==> src/rtl/dc_pkg.sv <==
// -----------------------------------------------------------------------------
// dc_pkg
// Shared types and defaults for the read/write request arbiter slice.
//   - ID_W_DEF / ADDR_W_DEF : default AXI ID and address widths
//   - arb_state_e           : output slot state (EMPTY / FULL)
//   - grant_e               : which channel was granted (GRANT_RD / GRANT_WR)
//   - GNT_RD_BIT/GNT_WR_BIT : bit positions inside the one-hot grant vector
// -----------------------------------------------------------------------------
package dc_pkg;

    localparam int ID_W_DEF   = 16;
    localparam int ADDR_W_DEF = 64;

    localparam int GNT_RD_BIT = 0;
    localparam int GNT_WR_BIT = 1;

    typedef enum logic {
        EMPTY = 1'b0,
        FULL  = 1'b1
    } arb_state_e;

    typedef enum logic {
        GRANT_RD = 1'b0,
        GRANT_WR = 1'b1
    } grant_e;

    // Collapse a one-hot {wr, rd} grant into the channel enum.
    // Only meaningful when exactly one bit is set.
    function automatic grant_e onehot_to_grant(input logic [1:0] gnt);
        return gnt[GNT_WR_BIT] ? GRANT_WR : GRANT_RD;
    endfunction

endpackage : dc_pkg

==> src/rtl/dc_rr_arb2.sv <==
// -----------------------------------------------------------------------------
// dc_rr_arb2
// Two-requester round-robin arbiter, purely combinational.
//   i_req[0]      : read request
//   i_req[1]      : write request
//   i_last_grant  : channel granted most recently
//   o_grant[1:0]  : one-hot grant (bit 0 = read, bit 1 = write), zero if idle
// A lone requester always wins; on a tie the channel that did not win last
// time is chosen.
// -----------------------------------------------------------------------------
module dc_rr_arb2
    import dc_pkg::*;
(
    input  logic [1:0] i_req,
    input  grant_e     i_last_grant,
    output logic [1:0] o_grant
);

    always_comb begin
        o_grant = 2'b00;
        unique case (i_req)
            2'b01:   o_grant[GNT_RD_BIT] = 1'b1;
            2'b10:   o_grant[GNT_WR_BIT] = 1'b1;
            2'b11: begin
                if (i_last_grant == GRANT_WR) begin
                    o_grant[GNT_RD_BIT] = 1'b1;
                end else begin
                    o_grant[GNT_WR_BIT] = 1'b1;
                end
            end
            default: o_grant = 2'b00;
        endcase
    end

endmodule : dc_rr_arb2

==> src/rtl/dc_req_arbiter.sv <==
// -----------------------------------------------------------------------------
// dc_req_arbiter
// Arbitrates the AXI AR and AW address channels into a single registered
// request slot feeding the index extractor.
//
// Ports
//   clk, rst_n                      : clock, async active-low reset
//   arid_i/araddr_i/arvalid_i       : read-address request
//   arready_o                       : read request accepted this cycle
//   awid_i/awaddr_i/awvalid_i       : write-address request
//   awready_o                       : write request accepted this cycle
//   req_id_o/req_addr_o/req_wr_o    : granted request payload (wr=1 -> write)
//   req_valid_o / req_ready_i       : handshake toward the index extractor
//   tag_fifo_afull_i                : blocks acceptance of new requests
//   rd_grant_cnt_o/wr_grant_cnt_o   : saturating grant counters, present only
//                                     when DC_ARB_PERF_CNT_EN is defined
//
// State table
//   state | meaning
//   EMPTY | no request held, req_valid_o=0
//   FULL  | request held in the slot, req_valid_o=1
// -----------------------------------------------------------------------------
module dc_req_arbiter
    import dc_pkg::*;
#(
    parameter int ID_W   = ID_W_DEF,
    parameter int ADDR_W = ADDR_W_DEF
) (
    input  logic              clk,
    input  logic              rst_n,

    input  logic [ID_W-1:0]   arid_i,
    input  logic [ADDR_W-1:0] araddr_i,
    input  logic              arvalid_i,
    output logic              arready_o,

    input  logic [ID_W-1:0]   awid_i,
    input  logic [ADDR_W-1:0] awaddr_i,
    input  logic              awvalid_i,
    output logic              awready_o,

    output logic [ID_W-1:0]   req_id_o,
    output logic [ADDR_W-1:0] req_addr_o,
    output logic              req_wr_o,
    output logic              req_valid_o,
    input  logic              req_ready_i,

    input  logic              tag_fifo_afull_i
`ifdef DC_ARB_PERF_CNT_EN
    ,
    output logic [31:0]       rd_grant_cnt_o,
    output logic [31:0]       wr_grant_cnt_o
`endif
);

    arb_state_e        r_state;
    arb_state_e        w_state_nxt;
    grant_e            r_last_grant;
    grant_e            w_last_grant_nxt;

    logic [ID_W-1:0]   r_id;
    logic [ADDR_W-1:0] r_addr;
    logic              r_wr;

    logic              w_accept;
    logic [1:0]        w_grant;
    logic              w_rd_hs;
    logic              w_wr_hs;
    logic              w_any_hs;

    dc_rr_arb2 u_rr_arb2 (
        .i_req        ({awvalid_i, arvalid_i}),
        .i_last_grant (r_last_grant),
        .o_grant      (w_grant)
    );

    // rst_n is folded in so both readies are held low for the whole time
    // reset is asserted, not just after the first clock edge.
    assign w_accept = rst_n && !tag_fifo_afull_i &&
                      ((r_state == EMPTY) || req_ready_i);

    assign w_rd_hs  = w_accept && w_grant[GNT_RD_BIT];
    assign w_wr_hs  = w_accept && w_grant[GNT_WR_BIT];
    assign w_any_hs = w_rd_hs || w_wr_hs;

    assign arready_o = w_rd_hs;
    assign awready_o = w_wr_hs;

    always_comb begin
        w_state_nxt      = r_state;
        w_last_grant_nxt = r_last_grant;

        if (w_any_hs) begin
            w_last_grant_nxt = onehot_to_grant(w_grant);
        end

        unique case (r_state)
            EMPTY: begin
                if (w_any_hs) begin
                    w_state_nxt = FULL;
                end
            end
            FULL: begin
                // A new grant while draining keeps the slot full so
                // back-to-back requests flow at one per cycle.
                if (req_ready_i && !w_any_hs) begin
                    w_state_nxt = EMPTY;
                end
            end
            default: w_state_nxt = EMPTY;
        endcase
    end

    always_ff @(posedge clk or negedge rst_n) begin
        if (!rst_n) begin
            r_state      <= EMPTY;
            r_last_grant <= GRANT_WR;
        end else begin
            r_state      <= w_state_nxt;
            r_last_grant <= w_last_grant_nxt;
        end
    end

    // Payload only moves on a handshake; while FULL and stalled it is
    // untouched, which keeps the outputs stable under back-pressure.
    always_ff @(posedge clk or negedge rst_n) begin
        if (!rst_n) begin
            r_id   <= '0;
            r_addr <= '0;
            r_wr   <= 1'b0;
        end else if (w_rd_hs) begin
            r_id   <= arid_i;
            r_addr <= araddr_i;
            r_wr   <= 1'b0;
        end else if (w_wr_hs) begin
            r_id   <= awid_i;
            r_addr <= awaddr_i;
            r_wr   <= 1'b1;
        end
    end

    assign req_id_o    = r_id;
    assign req_addr_o  = r_addr;
    assign req_wr_o    = r_wr;
    assign req_valid_o = (r_state == FULL);

`ifdef DC_ARB_PERF_CNT_EN
    logic [31:0] r_rd_cnt;
    logic [31:0] r_wr_cnt;

    always_ff @(posedge clk or negedge rst_n) begin
        if (!rst_n) begin
            r_rd_cnt <= '0;
            r_wr_cnt <= '0;
        end else begin
            if (w_rd_hs && (r_rd_cnt != 32'hFFFF_FFFF)) begin
                r_rd_cnt <= r_rd_cnt + 32'd1;
            end
            if (w_wr_hs && (r_wr_cnt != 32'hFFFF_FFFF)) begin
                r_wr_cnt <= r_wr_cnt + 32'd1;
            end
        end
    end

    assign rd_grant_cnt_o = r_rd_cnt;
    assign wr_grant_cnt_o = r_wr_cnt;
`endif

endmodule : dc_req_arbiter

==> config.mk <==
export PLATFORM = sky130hd
export DESIGN_NAME = dc_req_arbiter
export DESIGN_NICKNAME = d
export VERILOG_FILES = /design/src/rtl/dc_pkg.sv /design/src/rtl/dc_rr_arb2.sv /design/src/rtl/dc_req_arbiter.sv
export SDC_FILE = /design/constraint.sdc
export NUM_CORES = 1
export LEC_CHECK = 0
export CAP_MARGIN = 10
export CELL_PAD_IN_SITES_DETAIL_PLACEMENT = 0
export CELL_PAD_IN_SITES_GLOBAL_PLACEMENT = 2
export CORE_UTILIZATION = 20
export CTS_CLUSTER_DIAMETER = 60
export DETAILED_ROUTE_END_ITERATION = 16
export GPL_ROUTABILITY_DRIVEN = 0
export GPL_TIMING_DRIVEN = 0
export PLACE_DENSITY_LB_ADDON = 0.1
export SYNTH_ARGS = -nofsm -noshare
export SYNTH_HDL_FRONTEND = slang
export SYNTH_SLANG_ARGS = --single-unit
==> constraint.sdc <==
create_clock -name clk -period 1.4 [get_ports clk]
set_input_delay 0.42 -clock clk [delete_from_list [all_inputs] [get_ports clk]]
set_output_delay 0.42 -clock clk [all_outputs]
set_load 0.01 [all_outputs]
# Word-level counts from Yosys, hierarchy flattened
# Index checks and enable logic that the tools add are counted.
word_totals:
  output_inout_bits: 84
  in_bits: 166
  reg_bits: 83
  word_cells: 33
op_classes:
  mux: 14
  n_eq_ne: 3
  bitwise: 1
  n_reduce_logical: 10
op_table:
  columns: ["op", "count"]
  rows:
  - ["2-to-1 mux 64 bit", 2]
  - ["2-to-1 mux 16 bit", 2]
  - ["2-to-1 mux 1 bit", 7]
  - ["case mux 1 bit (2 select lines)", 3]
  - ["logical AND 1 bit", 5]
  - ["== test 2 bit (second input constant)", 2]
  - ["== test 2 x 1 -> 1 bit (second input constant)", 1]
  - ["zero test 1 bit", 2]
  - ["logical OR 1 bit", 2]
  - ["nonzero test 2 bit", 1]
  - ["NOT 1 bit", 1]

# Logic depth before layout (Yosys ltp)
# Gate-level depths: netlist of the first run.
logic_depth:
  depth_word: 9
  ltp_mapped: 5

# Modules after synthesis
# A second synthesis of the first run with hierarchy kept.
unflattened:
  cells_unflattened: 567
  area_unflattened_um2: 5397.7
modules_own_cells:
  columns: ["mod", "seq_area_each_um2", "n_inst", "area_each_um2", "cells_each"]
  rows:
  - ["dc_req_arbiter", 2078.2, 1, 5378.9, 564]
  - ["dc_rr_arb2", 0.0, 1, 18.8, 3]

# Least setup slack after synthesis of the first run
# Ideal clock, no wire load.
synth_path:
  kind: "register to output"
  from: "register r_last_grant"
  to: "output port arready_o"
  arrival_time_ps: 1136
  path_stages_with_launch: 5
  path_slack_ps: -156
  cell_sequence: "dfstp_2 nor2b_1 buf_4 buf_2 nor3_1"
synth_between:
  elab_chain_len: 3
synth_rtl:
  columns: ["item", "line", "source"]
  rows:
  - ["start: declaration", "dc_req_arbiter.sv:58", "grant_e r_last_grant;"]
  - ["start signal: assignment", "dc_req_arbiter.sv:120", "r_last_grant <= w_last_grant_nxt;"]
  - ["2-to-1 mux 1 bit", "dc_rr_arb2.sv:25", "if (i_last_grant == GRANT_WR) begin"]
  - ["case mux 1 bit (2 select lines)", "dc_rr_arb2.sv:21", "unique case (i_req)"]
  - ["logical AND 1 bit", "dc_req_arbiter.sv:82", "assign w_rd_hs = w_accept && w_grant[GNT_RD_BIT];"]
  - ["end: declaration", "dc_req_arbiter.sv:35", "output logic arready_o,"]
# Every way passes these cells.

# Worst setup path in the final report of the first run
# Ends and elaborated chain as after synthesis.

==> metrics.txt, run 1 <==
Core ar. 0.01953 sq mm; Tmin final around 1.8 ns; DRT Pass-1 Iters 4; Clock Latency Late Sink 0.34 ns; startpoint types flip-flop; final setup TNS -17.45 ns; FILL cells about 1800; via count 4161; # DRC 0; CTS max path bufs 2; Req. time, crit path 0.98 ns; global route total overflow 0; row count between 50 and 60; failing checks negative setup slack; area grow syn2layout 128.9%; Multi-input gate area 0.002963 sq mm; Die Ht between 100 and 150 microns; Initial Util between 20% and 30%; max_cap viols 0; initial DRC count roughly 110; IO Pins between 200 and 300; share of layout cells above drive strength 1 a little over half; Synth async-reset ratio 100.0%; final worst clock skew approximately 0.0047 ns; final wirelength 18.17 mm; Post-synth top flop dfrtp_1; Synth Warn # 0; DP HPWL 11.58 mm; slowest CP cell dfstp_2; Slew Limit Fails 0; Bufs and invs on worst path 2; met1 GRT Util 21.88%; Final Power roughly 11000 uW; slew margin rel. approximately 38%; M2 GR Usage between 20% and 30%; # H-tree levels 3; die width about 140 microns; initial antenna violation count 0; Setup violations, final 83; die area around 0.021 sq mm; Syn Area/Cell 13.13 sq um; Final Hold Fails 0; IO Port Bufs 249; period utilization 128.7%; worst-path maximum fanout 5; CP endpoint kind output pin; sequential fraction of the synthesis area approximately 52%; CTS sink cnt 83; Critical Path, Cell by Cell nor2b_2 -> buf_8 -> nor3_4 -> buf_2; antenna viol nets, final 0; Global Route Usage Sum approximately 17%; CTS tree built; Top delay family on crit path flip-flops; Synth cell types 25; Pwr Density 1180 mW/mm^2; crit path DAT about 1.4 ns; Worst Max-Slew Pin Slew 0.9309 ns; first-pass GRT wire length around 26 mm; nets@finish 790; Post-synth EDFFs 0; RSZ-0062 raised after global routing yes; # diodes 0; TritonCTS buffer count 9; post-detailed-route wirelength per cell between 20 and 25 microns; post-route insts no fill approximately 890; Placed Cells 819; Worst Path Class, Setup reg2out; Peak Freq between 500 and 600 MHz; Worst R2R Setup Slack -0.30 ns; Leak approximately 0.0034 uW; final setup margin -0.4024 ns; WHS approximately 0.049 ns; synthesized cell area between 0.003 and 0.004 sq mm; drt via density 4.654; layer with the highest usage met2; Seq cells post-synth 83; root buffer cell clkbuf_16; M3 GR Usage 4.158%; Hold Crit Class in2async; worst vdd ir 0.5463 mV; Crit path largest cell delay approximately 0.54 ns; outcome finished, violations left; vias in the first global route approximately 4500; Syn Nets 470; largest net degree at the start of global routing 44; cells after synthesis approximately 300; Seq. cell area between 0.002 and 0.0025 sq mm; CTS clk-pin slew, worst paths 0.07 ns
==> worst reg2reg max path: stages, from the launching register on <==
cell and delay [ns]:
dfstp_2 0.38, buf_6 0.11, a21bo_4 0.23, buf_6 0.11, buf_6 0.12, buf_12 0.14
buf_8 0.13, buf_16 0.14, o32ai_2 0.12, a2bb2oi_1 0.09
==> what timing repair did <==
| action | in CTS | in global routing |
|---|---|---|
| gates resized for setup | 468 | 114 |
| cloned | 10 | 1 |
| pin swaps | 81 | 61 |
| hold buffers | 0 | 2 |
| buffers inserted | 42 | 15 |
| endpoints found under the setup margin | 166 | 128 |
| hold endpoints to repair | 0 | 23 |
==> synth_stat cells (all sizes together), types with 2 or more instances <==
master,count,area [sq um]
dfrtp,82,2052
a2bb2oi,80,832.1
o32ai,80,700.7
buf,27,187.7
clkbuf,15,56.30
nor2,3,13.77
a31oi,2,12.51
inv,2,7.500
nand2b,2,20.02
nor2b,2,20.02
nor3,2,21.27
o21ai,2,10.01
==> layout make-up <==
type / count / share of cell area (%)
multi-input cells: 177 / 32.43
well taps: 265 / 3.630
inverters: 2 / 0.1096
clock buffers: 11 / 2.548
repair buffers: 314 / 32.95
plain buffers: 37 / 4.205
clock inverters: 5 / 1.370
flip-flops and latches: 83 / 22.75
==> cells by family (layout without fill, tap and decap cells) <==
logic type	after synthesis	in the layout	synth area share, %
AND/OR/NAND/NOR	11	11	2.164
buffers and inverters	44	369	6.303
AO/OA/AOI/OAI	166	166	39.45
flip-flops	83	83	52.09
==> metal layers <==
metal	vias to the layer above	share of wire, %
met1	2059	42
li1	1957	-
met3	14	6.0
met5	-	0
met4	0	1.2
met2	131	51
==> final timing paths <==
| kind | end | depth (start not counted) | from |
|---|---|---|---|
| worst min register to register | req_id_o[4]$_DFFE_PN0P_ | 1 | req_id_o[4]$_DFFE_PN0P_ |
| max in group asynchronous | req_id_o[4]$_DFFE_PN0P_ | 2 | rst_n |
| min in group clk | r_last_grant$_DFFE_PN1P_ | 2 | arvalid_i |
| worst min-delay path | req_addr_o[43]$_DFFE_PN0P_ | 2 | rst_n |
| worst max-delay path | arready_o | 4 | r_last_grant$_DFFE_PN1P_ |
| worst max register to register | req_id_o[12]$_DFFE_PN0P_ | 9 | r_last_grant$_DFFE_PN1P_ |
==> stage by stage <==
step / area [sq um] / setup WS, ns / utilization [%]
global route: 9135 / -0.4637 / 46.78
floorplan: 4018 / -0.04357 / -
global placement: 6842 / -4.300 / 35.04
CTS: 8929 / -0.4868 / 45.73
finish: 9135 / -0.4024 / 46.78
detailed placement: 6867 / -1.336 / 35.17
==> where the power goes <==
group          internal (uW)  switching [uW]
Combinational           2670            1950
Clock                   1920            1010
Sequential              2920             314
Total                   7510            3270
==> sequential cells by signal, summed over array words and instances, names as in the netlist <==
name and count:
r_last_grant 1, req_addr_o 64, req_id_o 16, req_valid_o 1, req_wr_o 1
==> cells in the final DEF, fill, tap and decap left out, types with 12 or more instances in the layout <==
| master | instances |
|---|---|
| clkdlybuf4s50_1 | 160 |
| dfrtp_1 | 82 |
| buf_2 | 64 |
| a2bb2oi_2 | 51 |
| o32ai_4 | 49 |
| buf_4 | 32 |
| a2bb2oi_1 | 29 |
| clkbuf_2 | 23 |
| o32ai_2 | 20 |
| buf_12 | 17 |
| buf_6 | 16 |
| buf_8 | 12 |
No activity file was read; power rests on OpenSTA's default activity.
==> run 2, diff against run 1 <==
- CTS_CLUSTER_SIZE: default -> 30
- GPL_ROUTABILITY_DRIVEN: 0 -> 1
- GPL_TIMING_DRIVEN: 0 -> default
==> run 2 against run 1 <==
Compared with the run above:
- the run still ends with negative setup slack left
- via count shrank 4.1%
- critical path depth grew 1
- global-route usage shrank 1.4 points
- combinational power shrank 25%
- final cell count shrank 4.7%
- worst hold slack gained 0.24 ns
- first-iteration DRC count shrank 6.5%
- final area shrank 16%
- utilization shrank 7.3 points
- routed wire length shrank 7.4%
- sequential share of layout area grew 4.2 points
- register-to-register slack gained 0.07 ns
==> metrics.txt, run 2 (synthesis results as in run 1) <==
outcome finished, violations left; failing checks negative setup slack; final setup margin -0.2760 ns (+0.1264 ns); WP depth 5 (+1); worst vdd ir 0.5383 mV (-1.5%); CTS tree built; WHS 0.2935 ns (+0.2442 ns); Top delay family on crit path simple AND/OR/NAND/NOR gates; crit path DAT 1.26 ns (-0.12 ns); Worst Path Class, Setup in2out; Final Util 39.49% (-7.3 points); area grow syn2layout 93.26%; DRT Pass-1 Iters 4 (unchanged); commonest non-fill, non-tap cell in the layout clkdlybuf4s50_1; CTS max path bufs 2 (unchanged); # DRC 0 (unchanged); worst-path maximum fanout 3 (-2); TritonCTS buffer count 9 (unchanged); via count 3991 (-4.1%); commonest non-fill, non-tap cells in the layout clkdlybuf4s50_1 (160), dfrtp_1 (82), o32ai_1 (62); RSZ-0062 raised after global routing yes; Final Power 9123 uW (-15%); Pwr Density 1183 mW/mm^2 (+0.25%); CTS clk-pin slew, worst paths 0.07 ns (about the same); antenna viol nets, final 0 (unchanged); IO Port Bufs 249 (unchanged); FILL cells 1892 (+4.5%); period utilization 119.7% (-9.0 points); initial antenna violation count 0 (unchanged); routability cong. about 0.75; largest net degree at the start of global routing 81 (+84%); startpoint types primary input; final wirelength 16.83 mm (-7.4%); IO Pins 250 (unchanged); Core ar. 0.01953 sq mm (unchanged); Worst Max-Slew Pin Slew 0.6602 ns (-0.2707 ns); nets@finish 748 (-5.3%); post-route insts no fill 852 (-4.7%); share of layout cells above drive strength 1 37.48% (-15 points); Setup violations, final 84 (+1.2%); Bufs and invs on worst path 2 (unchanged); initial DRC count 101 (-6.5%); final worst clock skew 0.007600 ns (+0.002928 ns); Tmin final 1.676 ns (-0.1264 ns); Placed Cells 803 (-2.0%); Hold Crit Class in2async; die width 143.2 microns (unchanged); drt via density 4.684 (+0.64%); CP endpoint kind output pin; die area 0.02052 sq mm (unchanged); CTS sink cnt 83 (unchanged); root buffer cell clkbuf_16; vias in the first global route 4170 (-6.4%); Leak 0.002991 uW (-12%); Slew Limit Fails 0 (unchanged); slowest CP cell and2b_1; Clock Latency Late Sink 0.34 ns (about the same); max reg flops 64 (unchanged); Worst R2R Setup Slack -0.23 ns (+0.07 ns); Initial Util 20.43% (unchanged); start of the worst register-to-register path r_last_grant$_DFFE_PN1P_; Worst R2R End req_addr_o[18]$_DFFE_PN0P_; Req. time, crit path 0.98 ns (about the same); post-detailed-route wirelength per cell 19.75 microns (-2.8%); Critical Path, Cell by Cell dlygate4sd2_1 -> and2b_1 -> nand2_4 -> nor3_4 -> buf_2; Final Hold Fails 0 (unchanged); Global Route Usage Sum 16.03% (-1.4 points); # H-tree levels 3 (unchanged); Die Ht 143.2 microns (unchanged); max_cap viols 0 (unchanged); Crit path largest cell delay 0.27 ns (-0.27 ns); first-pass GRT wire length 24.58 mm (-7.0%); # diodes 0 (unchanged); Worst R2R Path Depth 5 (-4); Peak Freq 596.7 MHz (+7.5%); row count 51 (unchanged); DP HPWL 10.47 mm (-9.6%); Post-Place Setup Slack -0.9604 ns (+0.3753 ns); slew margin rel. 55.99% (+18 points); global route total overflow 0 (unchanged)
## run 2: changes by cell type in the layout (fill, tap and decap cells not counted), sizes merged
cell	delta
buf	-71
clkbuf	+29
bufinv	-3
clkinv	+3
bufbuf	+1
clkdlybuf4s15	-1
clkinvlp	+1
dlygate4sd2	+1
dlygate4sd3	-1
dlymetal6s2s	-1
## run 2: worst register-to-register path, delay by kind of cell (launching register included)
family                 cells  cell delay, ns
buffers and inverters      2            0.51
AO/OA/AOI/OAI              3            0.46
flip-flops                 1            0.57
## run 2: final cells by class
| type | instances | area [sq um] | share of cell area, % |
|---|---|---|---|
| repair buffers | 309 | 2997 | 38.86 |
| flip-flops and latches | 83 | 2078 | 26.95 |
| multi-input cells | 177 | 1993 | 25.85 |
| well taps | 265 | 331.6 | 4.300 |
| clock buffers | 10 | 239.0 | 3.099 |
| clock inverters | 6 | 65.06 | 0.8437 |
| inverters | 2 | 7.507 | 0.09736 |
## run 2: how the worst max path moves through the flow
stage,start,to
3_3_place_gp,tag_fifo_afull_i,arready_o
4_1_cts,r_last_grant$_DFFE_PN1P_,awready_o
3_5_place_dp,tag_fifo_afull_i,arready_o
2_1_floorplan,r_last_grant$_DFFE_PN1P_,arready_o
5_1_grt,req_valid_o$_DFF_PN0_,arready_o
6_report,tag_fifo_afull_i,arready_o
## run 2: per-layer routing
metal | GRT usage [%] | wire [microns] | vias to the layer above
met5 | 0 | 0 | -
met4 | 4.759 | 202 | 0
met3 | 3.521 | 1008 | 14
met2 | 28.75 | 8843 | 126
met1 | 19.01 | 6777 | 1986
li1 | - | - | 1865
## run 2: where the power goes
group / internal [uW] / total [uW] / switching, uW
clock: 1430 / 2440 / 1010
sequential: 2920 / 3240 / 312
combinational: 1940 / 3450 / 1510
## run 2: per-stage QoR
stage	TNS, ns	instance area (sq um)
after global placement	-64.79	6892
after detailed placement	-66.28	6892
after floorplan	-0.04912	4018
final	-15.47	7711
after CTS	-18.01	7835
after global routing	-21.45	7711
## run 2: what timing repair did
item,CTS,global route
pin swaps,2,6
setup buffers,11,12
setup endpoints to repair,166,157
hold buffers,0,0
resized for setup,234,107
gates cloned,8,3
